==> src/rtl/stall_control_unit.sv <==
// Front-end stall controller for the 16-bit MIPS pipeline.
// Decodes halt/jump/load in decode and holds IF/ID for a configurable number of cycles.
module stall_control_unit #(
  parameter int unsigned     OP_W      = 6,
  parameter logic [OP_W-1:0] OP_HLT    = 6'b010001,
  parameter logic [OP_W-1:0] OP_LD     = 6'b010100,
  parameter logic [OP_W-1:0] OP_JMP    = 6'b011110,
  parameter int unsigned     LD_STALL  = 1,
  parameter int unsigned     JMP_STALL = 2,
  parameter int unsigned     CNT_W     = 4
) (
  input  logic             clk,
  input  logic             reset,
  input  logic [OP_W-1:0]  op,
  input  logic             op_valid,
  input  logic             resume,
  output logic             stall,
  output logic             stall_pm,
  output logic             flush,
  output logic             halted,
  output logic [CNT_W-1:0] busy_cnt
);

  localparam logic [CNT_W-1:0] LD_CNT  = CNT_W'(LD_STALL);
  localparam logic [CNT_W-1:0] JMP_CNT = CNT_W'(JMP_STALL);

  typedef enum logic [1:0] {
    RUN   = 2'd0,
    STALL = 2'd1,
    HALT  = 2'd2
  } state_t;

  state_t           state;
  logic [CNT_W-1:0] cnt;
  logic             is_hlt;
  logic             is_jmp;
  logic             is_ld;

  // Opcode decode; priority HLT > JMP > LD is applied in the FSM.
  always_comb begin
    is_hlt = op_valid && (op == OP_HLT);
    is_jmp = op_valid && (op == OP_JMP);
    is_ld  = op_valid && (op == OP_LD);
  end

  assign stall    = (state != RUN) || is_hlt || is_jmp || is_ld;
  assign halted   = (state == HALT);
  assign busy_cnt = cnt;

  always_ff @(posedge clk or negedge reset) begin
    if (!reset) begin
      state    <= RUN;
      cnt      <= '0;
      stall_pm <= 1'b0;
      flush    <= 1'b0;
    end else begin
      stall_pm <= stall;
      flush    <= 1'b0;
      case (state)
        RUN: begin
          if (is_hlt) begin
            state <= HALT;
          end else if (is_jmp) begin
            flush <= 1'b1;
            if (JMP_CNT != '0) begin
              state <= STALL;
              cnt   <= JMP_CNT;
            end
          end else if (is_ld) begin
            if (LD_CNT != '0) begin
              state <= STALL;
              cnt   <= LD_CNT;
            end
          end
        end
        STALL: begin
          // The cycle with cnt==1 is the last held cycle.
          if (cnt <= CNT_W'(1)) begin
            state <= RUN;
            cnt   <= '0;
          end else begin
            cnt <= cnt - CNT_W'(1);
          end
        end
        HALT: begin
          if (resume) state <= RUN;
        end
        default: begin
          state <= RUN;
          cnt   <= '0;
        end
      endcase
    end
  end

endmodule
==> config.mk <==
export PLATFORM = sky130hd
export DESIGN_NAME = stall_control_unit
export DESIGN_NICKNAME = d
export VERILOG_FILES = /design/src/rtl/stall_control_unit.sv
export SDC_FILE = /design/constraint.sdc
export NUM_CORES = 1
export LEC_CHECK = 0
export ABC_AREA = 1
export BUFFER_PORTS_ARGS = -buffer_cell sky130_fd_sc_hd__buf_2
export CORE_MARGIN = 10
export CORE_UTILIZATION = 35
export CTS_CLUSTER_DIAMETER = 30
export DETAILED_ROUTE_END_ITERATION = 12
export PLACE_DENSITY = 0.58
export SYNTH_ARGS = -nofsm -noshare
export SYNTH_HDL_FRONTEND = slang
export SYNTH_SLANG_ARGS = --single-unit
==> constraint.sdc <==
create_clock -name clk -period 2.16 [get_ports clk]
set_clock_uncertainty 0.1 [all_clocks]
set_input_delay 0.432 -clock clk [delete_from_list [all_inputs] [get_ports clk]]
set_output_delay 0.432 -clock clk [all_outputs]
set_load 0.02 [all_outputs]
Word level (Yosys, flattened, before mapping)
Cells that the tools add are included.
{"block": "totals", "reg_bits": 8, "out_inout_bits": 8}
{"block": "classes", "n_addsub": 1, "n_lt_le_gt_ge": 1, "eq_ne": 10, "n_mux": 14, "n_bitwise": 1, "reduce_logical": 10}
{"cell": "equality test 6 x 5 -> 1 bit (second input constant)", "count": 3}
{"cell": "two-way mux 4 bit", "count": 4}
{"cell": "one-hot mux 4 bit (3 select lines)", "count": 1}
{"cell": "two-way mux 2 bit", "count": 5}
{"cell": "!= test 2 bit (second input constant)", "count": 3}
{"cell": "one-hot mux 2 bit (3 select lines)", "count": 1}
{"cell": "AND reduction 3 bit", "count": 2}
{"cell": "less-or-equal comparator 4 x 1 -> 1 bit (second input constant)", "count": 1}
{"cell": "!= test 4 bit (second input constant)", "count": 1}
{"cell": "subtractor 4 x 1 -> 4 bit (second input constant)", "count": 1}
{"cell": "logical AND 1 bit", "count": 3}
{"cell": "logical OR 1 bit", "count": 3}
{"cell": "two-way mux 1 bit", "count": 3}
{"cell": "!= test 3 bit (second input constant)", "count": 1}
{"cell": "equality test 2 x 1 -> 1 bit (second input constant)", "count": 1}
{"cell": "equality test 2 bit (second input constant)", "count": 1}
{"cell": "zero test 2 bit", "count": 1}
{"cell": "nonzero test 2 bit", "count": 1}
{"cell": "NOT 1 bit", "count": 1}

Longest topological paths before layout
Gate-level depths: netlist of the first run.
{"block": "logic_depth", "ltp_word": 6, "mapped_depth": 8}

Least setup slack after synthesis of the first run
OpenSTA, ideal clock, no wires.
{"block": "synth_path", "path_type": "input -> output", "startpoint": "input port op[5]", "endpoint": "output port stall", "arrival_time_ps": 1039, "path_slack_ps": 589, "cell_stages": 5, "n_path_buf": 0, "path_cell_list": "inv_1 -> nand2_1 -> nor3_1 -> nor2_1 -> nand3_1"}
{"block": "synth_via", "elab_chain_len": 5, "elab_cells_between_ends": 9}
{"item": "from (decl)", "line_no": "14", "text": "input logic [OP_W-1:0] op,"}
{"item": "equality test 6 x 5 -> 1 bit", "line_no": "41", "text": "is_hlt = op_valid && (op == OP_HLT);"}
{"item": "logical AND 1 bit", "line_no": "41"}
{"item": "logical OR 1 bit (2 in series)", "line_no": "46", "text": "assign stall = (state != RUN) || is_hlt || is_jmp || is_ld;"}
{"item": "logical OR 1 bit *", "line_no": "46"}
{"item": "to (decl)", "line_no": "17", "text": "output logic stall,"}
Mark *: on every way between the ends. The rest lies on a longest branch, timed or not.

Final worst setup path of the first run
{"block": "layout_path", "startpoint": "register state[1]", "endpoint": "output port stall"}
{"block": "layout_via", "elab_chain_len": 4}
{"item": "from (decl)", "line_no": "33", "text": "state_t state;"}
{"item": "from (signal assigned)", "line_no": "52", "text": "state <= RUN;"}
{"item": "from (signal assigned)", "line_no": "62", "text": "state <= HALT;"}
{"item": "from (signal assigned)", "line_no": "66", "text": "state <= STALL;"}
{"item": "nonzero test 2 bit", "line_no": "46"}
{"item": "logical OR 1 bit (3 in series)", "line_no": "46"}
Every way passes these cells.

==> results of run 1 <==
[worst min path at each step]
stage                      start                 endpoint  cells after the start
after global routing      resume     state[1]$_DFFE_PN0P_                      2
after floorplan            reset  busy_cnt[0]$_DFFE_PN0P_                      0
final                     resume     state[1]$_DFFE_PN0P_                      2
after global placement     reset     state[0]$_DFFE_PN0P_                      1
after CTS                 resume     state[1]$_DFFE_PN0P_                      2
after detailed placement   reset     state[1]$_DFFE_PN0P_                      1
[stage by stage]
| stage | worst slack, ps | instance area, um^2 | util (%) |
|---|---|---|---|
| after detailed placement | 342.4 | 615.6 | 46.15 |
| after floorplan | 588.7 | 511.7 | - |
| after CTS | 246.5 | 648.1 | 48.59 |
| after global routing | 78.54 | 648.1 | 48.59 |
| final | 255.0 | 648.1 | 48.59 |
| after global placement | 402.6 | 615.6 | 46.15 |
[state kept, by name, summed over array words and instances (netlist names)]
register and count:
stall_pm 1, busy_cnt 4, flush 1, state 2
[timing repair]
| action | in CTS | in global routing |
|---|---|---|
| hold endpoints to repair | 8 | 0 |
| gates resized for setup | 0 | 0 |
| hold buffers | 1 | 0 |
[where the power goes]
| group | switching, W | internal (W) |
|---|---|---|
| combinational | 0.000187 | 0.000108 |
| clock | 0.0000504 | 0.0000636 |
| sequential | 0.0000447 | 0.000190 |
[critical path: cells and delay by family, from the launching register on]
kind	cells	cell delay, ps
flip-flops	1	410
AND/OR/NAND/NOR	3	480
buffers and inverters	2	230
[cells in the final DEF (no fill, tap or decap), types with 2 or more instances in the layout]
cell	n
dfrtp_1	8
inv_1	9
o21ai_1	2
ha_1	2
nand2_1	20
nor3_1	2
nor2_1	5
clkbuf_4	3
nor2_2	3
nand2_2	4
nand3_1	6
buf_2	17
inv_2	2
[cell families after synthesis]
logic type | after synthesis
compound gates | 6
xor+xnor | 1
simple gates | 42
buf+inv | 11
flops | 8
fa+ha+maj | 2
[final cells by class]
cell class	count	area (um^2)	share of cell area [%]
Tap cell	15	18.77	2.896
Multi-Input combinational cell	51	270.3	41.70
Timing Repair Buffer	18	95.09	14.67
Inverter	11	41.29	6.371
Clock buffer	3	22.52	3.475
Sequential cell	8	200.2	30.89
[routing by layer]
metal / global-route usage, % / vias up
met3: 2.832 / 4
met2: 11.04 / 23
met1: 8.791 / 218
met4: 6.040 / 0
li1: - / 259
met5: 0 / -
==> run_results.csv, run 1 <==
group,metric,value,unit
run_status,status,"finished clean",
finish,synthToLayoutAreaGrowth,26.65,%
route,via_per_inst,4.755,
logic_synthesis,yosysWarningCount,0,
global_routing,grt_max_degree,9,
placed_design,io_buffers,17,
cts,cts_buffer_depth,2,
critical_path,crit_type,"reg2out",
route,dr.pass1.iters,4,
logic_synthesis,yosysMostFrequentCell,"nand2_1",
logic_synthesis,synth_compound_area_share,7.335,%
critical_path,crit_path_start_kind,"flip-flop",
timing,setup_viol,0,
die,fp.coreArea,1334,um^2
route,top_layer,"met4",
finish,nFillCells,151,
run,max_cap_violations,0,
placed_design,dp_hpwl,960.5,um
critical_path,worstPathArrival,1370,ps
logic_synthesis,synthSimpleGateAreaFrac,38.88,%
cts,cts_htree_levels,1,
logic_synthesis,synthesis.area,511.7,um^2
finish,fin_nets,105,
cts,cts_tree,"done",
route,dr_wl_met2,502,um
timing,post-route-period-util,88.19,%
timing,tightestPinTransition,291.9,ps
power_and_ir_drop,total_power,0.0006444,W
global_routing,grt_pass1_vias,493,
logic_synthesis,synth_fa_ha_area_share,4.890,%
die,start_util,38.37,%
cts,ctsRootBufferMaster,"clkbuf_4",
logic_synthesis,postSynthAreaPerCell,7.311,um^2
timing,drv_slew,0,
logic_synthesis,synth_edf_count,0,
timing,setup_tns,0,ps
critical_path,reg2regPathDepth,7,
placed_design,gp_congestion,0.7327,
logic_synthesis,async_reset_ff_share,100.0,%
cts,clk_latency,250,ps
finish,layout-drive-gt1-share,36.26,%
power_and_ir_drop,peakVddDrop,325.0,uV
logic_synthesis,synth_xor_area_share,1.711,%
logic_synthesis,synth_top_family_by_area,"simple AND/OR/NAND/NOR gates",
placed_design,dp_cells,102,
logic_synthesis,synth_cell_types,18,
critical_path,rrSetupSlack,740,ps
route,wl_met1,484,um
global_routing,antenna_found_initial,0,
power_and_ir_drop,leakagePower,0.4042,nW
die,core.rowCount,13,
critical_path,required,1630,ps
cts,cts_num_sinks,8,
global_routing,grt_remaining_overflow,0,
logic_synthesis,ys_seq_area_share,39.12,%
global_routing,grt_usage,7.639,%
route,initialDrtViolationCount,12,
route,vias,504,
critical_path,setup.worst_path.end,"stall",
global_routing,grt_first_pass_wirelength,2104,um
critical_path,slowest_delay,410,ps
logic_synthesis,synth_flop_cell,"dfrtp_1",
critical_path,slowest_stage,"dfrtp_1",
critical_path,cp-end-kind,"output port",
timing,rsz0062_at_grt,"no",
critical_path,timing.rr.start,"busy_cnt[0]$_DFFE_PN0P_",
route,postRouteWirelength,1144,um
die,dieArea,3391,um^2
cts,numCtsBuffers,3,
logic_synthesis,ys_ff_latch,8,
logic_synthesis,yosys-top-cells-count,"nand2_1 (20), inv_1 (9), dfrtp_1 (8)",
timing,finalHoldViolations,0,
finish,fin_cells,106,
critical_path,cp_cell_sequence,"nor2_2 -> inv_1 -> nor2_1 -> nand3_1 -> buf_2",
logic_synthesis,synth.top_cell.area_share,39.12,%
critical_path,crit_start,"state[1]$_DFFE_PN0P_",
critical_path,r2r_end,"busy_cnt[1]$_DFFE_PN0P_",
logic_synthesis,syn_inst,70,
route,drc_errors,0,
logic_synthesis,yosysTopAreaCell,"dfrtp_1",
power_and_ir_drop,powerDensity,994.3,nW/um^2
timing,finalCriticalPeriod,1905,ps
critical_path,critical_path.max_fanout,5,
route,ant_nets,0,
logic_synthesis,synth_fp_nets,82,
die,boundaryPins,18,
cts,postCtsSetupRepairBufs,0,
logic_synthesis,synth_mux_area_share,0,%
cts,clkTransAtPathRegs,50,ps
worst_hold_path,hold_class,"in2reg",
timing,fmax,524.9,MHz
route,wire_per_inst,10.79,um
die,dieWidth,58.24,um
finish,n_antenna_cell,0,
timing,timing.hold.ws,296.9,ps
logic_synthesis,yosys-top-cells-area,"dfrtp_1 (39%), nand2_1 (15%), inv_1 (6.6%)",
die,dieHeight,58.24,um
timing,relSlewSlack,80.39,%
route,wl_met3,115,um
Power figures use the tool's default switching activity.
==> inputs of run 2 (changes only) <==
Settings changed: RECOVER_POWER from default to 50.
==> run 2 against run 1 <==
Net effect: clock-buffer cell count is the same; worst setup slack lost 4.7 ps; sequential share of layout area grew 0.24 points; combinational power is essentially flat; non-clock buffer count is the same; critical path depth is the same; hold slack is essentially flat; register-to-register slack is essentially flat; clock power is essentially flat; power shrank 0.14%; routed wire length grew 0.70%; largest power group unchanged.
==> run_results.csv, run 2 (synthesized netlist as in run 1, its figures left out) <==
group,metric,value,unit
timing,relSlewSlack,71.07,%
power_and_ir_drop,peakVddDrop,324.9,uV
route,initialDrtViolationCount,13,
route,via_per_inst,4.717,
finish,nFillCells,153,
die,dieWidth,58.24,um
cts,cts_buffer_depth,2,
timing,rsz0062_at_grt,"no",
critical_path,slowest_delay,410,ps
power_and_ir_drop,total_power,0.0006435,W
worst_hold_path,holdPathStages,2,
die,boundaryPins,18,
route,ant_nets,0,
cts,clk_latency,250,ps
finish,most-common-layout-cells,"nand2_1 (20), buf_2 (13), inv_1 (9), dfrtp_1 (8), nand3_1 (6)",
placed_design,io_buffers,17,
cts,cts_htree_levels,1,
critical_path,path_buf_inv,2,
timing,setup_viol,0,
global_routing,grt_usage,7.639,%
timing,tightestPinTransition,434.0,ps
cts,postCtsSetupRepairBufs,0,
global_routing,grt_remaining_overflow,0,
finish,layout-drive-gt1-share,31.87,%
timing,finalHoldViolations,0,
critical_path,slowest_stage,"dfrtp_1",
run,max_cap_violations,0,
route,drc_errors,0,
finish,final_common_cell,"nand2_1",
cts,numCtsBuffers,3,
critical_path,reg2regPathDepth,7,
run_status,status,"finished clean",
die,dieHeight,58.24,um
critical_path,r2r_end,"busy_cnt[1]$_DFFE_PN0P_",
finish,synthToLayoutAreaGrowth,25.67,%
die,fp.coreArea,1334,um^2
timing,setup_tns,0,ps
route,postRouteWirelength,1152,um
finish,fin_nets,105,
die,core.rowCount,13,
global_routing,grt_first_pass_wirelength,2104,um
die,dieArea,3391,um^2
critical_path,worstPathArrival,1380,ps
die,start_util,38.37,%
critical_path,crit_path_start_kind,"flip-flop",
timing,finalCriticalPeriod,1910,ps
worst_hold_path,hold_class,"in2reg",
global_routing,antenna_found_initial,0,
critical_path,cp-end-kind,"output port",
timing,fmax,523.7,MHz
route,vias,500,
cts,cts_tree,"done",
critical_path,timing.rr.start,"busy_cnt[0]$_DFFE_PN0P_",
route,dr.pass1.iters,4,
critical_path,crit_type,"reg2out",
cts,clkTransAtPathRegs,50,ps
timing,drv_slew,0,
placed_design,gp_congestion,0.7327,
timing,post-route-period-util,88.41,%
route,wire_per_inst,10.87,um
cts,ctsRootBufferMaster,"clkbuf_4",
critical_path,critical_path.max_fanout,5,
global_routing,grt_max_degree,9,
cts,cts_num_sinks,8,
finish,largest_reg_flops,4,
global_routing,grt_pass1_vias,493,
power_and_ir_drop,leakagePower,0.3901,nW
critical_path,cp_cell_sequence,"nor2_2 -> inv_1 -> nor2_1 -> nand3_1 -> buf_2",
worst_hold_path,min_delay_worst_endpoint,"state[1]$_DFFE_PN0P_",
power_and_ir_drop,powerDensity,1001,nW/um^2
critical_path,required,1630,ps
worst_hold_path,min_from,"resume",
critical_path,rrSetupSlack,740,ps
critical_path,cp_top_family,"simple AND/OR/NAND/NOR gates",
finish,n_antenna_cell,0,
placed_design,dp_hpwl,960.5,um
## run 2: cell type report
cell class / instances / area [um^2] / area share, %
clock buffers: 3 / 22.52 / 3.502
inverters: 11 / 41.29 / 6.420
multi-input cells: 51 / 270.3 / 42.02
flip-flops and latches: 8 / 200.2 / 31.13
well taps: 15 / 18.77 / 2.918
repair buffers: 18 / 90.09 / 14.01
## run 2: report_power, final
group	internal (W)	leakage [nW]	switching, W	total [W]
Combinational	0.000107	0.269	0.000187	0.000295
Sequential	0.000190	0.107	0.0000448	0.000235
Clock	0.0000636	0.0138	0.0000505	0.000114
## run 2: worst max path at each step
stage / depth (start not counted) / endpoint / slack (ps) / startpoint
3_5_place_dp: 7 / stall / 340 / op[5]
2_1_floorplan: 5 / stall / 590 / op[5]
5_1_grt: 5 / stall / 80 / state[1]$_DFFE_PN0P_
3_3_place_gp: 7 / stall / 400 / op[5]
4_1_cts: 5 / stall / 250 / state[1]$_DFFE_PN0P_
6_report: 5 / stall / 250 / state[1]$_DFFE_PN0P_
## run 2: timing repair
| action | in CTS | in global routing |
|---|---|---|
| hold buffers | 1 | 0 |
| resized for setup | 0 | 0 |
| setup endpoints to repair | 0 | 0 |
| endpoints found under the hold margin | 8 | 0 |
## run 2: stage by stage
| stage | hold WS, ps | cells | instance area, um^2 | util (%) | setup slack, ps |
|---|---|---|---|---|---|
| 3_5_place_dp | 188.9 | 102 | 615.6 | 46.15 | 342.4 |
| 6_report | 296.7 | 106 | 643.1 | 48.22 | 250.3 |
| 5_1_grt | 286.3 | 106 | 643.1 | 48.22 | 78.54 |
| 4_1_cts | 291.8 | 106 | 648.1 | 48.59 | 246.5 |
| 3_3_place_gp | 184.3 | 102 | 615.6 | 46.15 | 402.6 |
| 2_1_floorplan | 36.41 | 70 | 511.7 | - | 588.7 |
## run 2: routing by layer
| metal | wire (um) | GRT usage [%] | vias to the layer above |
|---|---|---|---|
| met5 | 0 | 0 | - |
| met4 | 42 | 6.040 | 0 |
| met3 | 112 | 2.832 | 4 |
| met2 | 499 | 11.04 | 21 |
| met1 | 498 | 8.791 | 216 |
| li1 | - | - | 259 |
==> inputs of run 3 (changes only) <==
Settings changed: CTS_BUF_LIST from default to sky130_fd_sc_hd__clkbuf_4, SKIP_CTS_REPAIR_TIMING from default to 1.
==> run 3 against run 2 <==
Net effect: die area unchanged; core utilization unchanged; non-clock buffer count unchanged; sequential power about the same; first-iteration DRC count unchanged; critical path type unchanged; critical endpoint unchanged.
==> run_results.csv, run 3 (synthesized netlist as in run 1, its figures left out) <==
group,metric,value,unit
run_status,status,"finished clean",
global_routing,grt_remaining_overflow,0,
route,wire_per_inst,10.86,um
placed_design,dp_cells,102,
critical_path,reg2regPathDepth,7,
cts,ctsRootBufferMaster,"clkbuf_4",
cts,cts_tree,"done",
critical_path,cp_top_family,"simple AND/OR/NAND/NOR gates",
timing,drv_slew,0,
die,boundaryPins,18,
critical_path,crit_start,"state[1]$_DFFE_PN0P_",
finish,n_antenna_cell,0,
finish,fin_nets,105,
finish,layout-drive-gt1-share,31.87,%
finish,stdcell_area,643.1,um^2
critical_path,worstPathArrival,1380,ps
die,core.rowCount,13,
die,start_util,38.37,%
timing,fmax,523.7,MHz
critical_path,timing.rr.start,"busy_cnt[0]$_DFFE_PN0P_",
cts,numCtsBuffers,3,
timing,rsz0062_at_grt,"no",
finish,fin_cells,106,
global_routing,grt_first_pass_wirelength,2104,um
cts,cts_htree_levels,1,
critical_path,slowest_stage,"dfrtp_1",
run,max_cap_violations,0,
die,dieHeight,58.24,um
finish,synthToLayoutAreaGrowth,25.67,%
route,postRouteWirelength,1151,um
global_routing,grt_usage,7.635,%
cts,cts_num_sinks,8,
power_and_ir_drop,leakagePower,0.3901,nW
power_and_ir_drop,powerDensity,999.7,nW/um^2
critical_path,setup.worst_path.end,"stall",
critical_path,path_depth,5,
critical_path,cp-end-kind,"output port",
placed_design,gp_congestion,0.7327,
timing,relSlewSlack,71.07,%
critical_path,r2r_end,"busy_cnt[1]$_DFFE_PN0P_",
route,via_per_inst,4.708,
placed_design,placed_cell_area,615.6,um^2
critical_path,required,1630,ps
route,wl_met3,112,um
placed_design,io_buffers,17,
route,wl_met1,495,um
die,dieWidth,58.24,um
timing,post-route-period-util,88.40,%
critical_path,rrSetupSlack,750,ps
critical_path,crit_type,"reg2out",
critical_path,cp_cell_sequence,"nor2_2 -> inv_1 -> nor2_1 -> nand3_1 -> buf_2",
timing,finalHoldViolations,0,
global_routing,grt_pass1_vias,485,
cts,clk_latency,250,ps
cts,clkTransAtPathRegs,50,ps
global_routing,antenna_found_initial,0,
placed_design,dp_hpwl,960.5,um
cts,cts_buffer_depth,2,
finish,largest_reg_flops,4,
critical_path,critical_path.max_fanout,5,
route,top_layer,"met4",
power_and_ir_drop,peakVddDrop,324.1,uV
timing,tightestPinTransition,434.0,ps
route,ant_nets,0,
worst_hold_path,hold_class,"in2reg",
timing,setup_tns,0,ps
timing,setup_viol,0,
timing,timing.hold.ws,296.9,ps
die,dieArea,3391,um^2
die,fp.coreArea,1334,um^2
power_and_ir_drop,total_power,0.0006429,W
critical_path,slowest_delay,400,ps
critical_path,path_buf_inv,2,
critical_path,crit_path_start_kind,"flip-flop",
route,dr_wl_met2,500,um
timing,finalCriticalPeriod,1909,ps
route,dr.pass1.iters,4,
route,vias,499,
finish,final_common_cell,"nand2_1",
route,initialDrtViolationCount,13,
global_routing,grt_max_degree,9,
finish,most-common-layout-cells,"nand2_1 (20), buf_2 (13), inv_1 (9), dfrtp_1 (8), nand3_1 (6)",
route,drc_errors,0,
## run 3: how the worst min path moves through the flow
stage	from	end	cells past startpoint
floorplan	reset	busy_cnt[0]$_DFFE_PN0P_	0
global route	resume	state[1]$_DFFE_PN0P_	2
global placement	reset	state[0]$_DFFE_PN0P_	1
detailed placement	reset	state[1]$_DFFE_PN0P_	1
finish	resume	state[1]$_DFFE_PN0P_	2
CTS	reset	state[1]$_DFFE_PN0P_	1
## run 3: worst register-to-register path: stages, from the launching register on
cell and delay [ps]:
dfrtp_1 400, inv_1 80, ha_1 230, o21ai_2 200, nand2_2 110, o21ai_1 140, inv_1 50, nand2_1 60
## run 3: area by class of cell
type                       count  area, um^2
clock buffer                   3       22.52
fill                         153       690.7
inverter                      11       41.29
multi-input combinational     51       270.3
sequential                     8       200.2
tap                           15       18.77
timing repair buffer          18       90.09
## run 3: metrics by stage
stage                     setup slack, ps  utilization (%)
after floorplan                     588.7                -
after global placement              402.6            46.15
after detailed placement            342.4            46.15
after CTS                           246.5            47.84
after global routing                78.54            48.22
final                               250.7            48.22
## run 3: where the power goes
group | switching (W) | leakage, nW | internal [W] | total (W)
Sequential | 0.0000448 | 0.107 | 0.000190 | 0.000235
Clock | 0.0000505 | 0.0138 | 0.0000636 | 0.000114
Combinational | 0.000187 | 0.269 | 0.000107 | 0.000294
## run 3: metal layers
layer | GRT usage [%] | vias to the layer above
met2 | 11.04 | 21
li1 | - | 259
met4 | 6.040 | 0
met3 | 2.614 | 4
met1 | 8.902 | 215
met5 | 0 | -
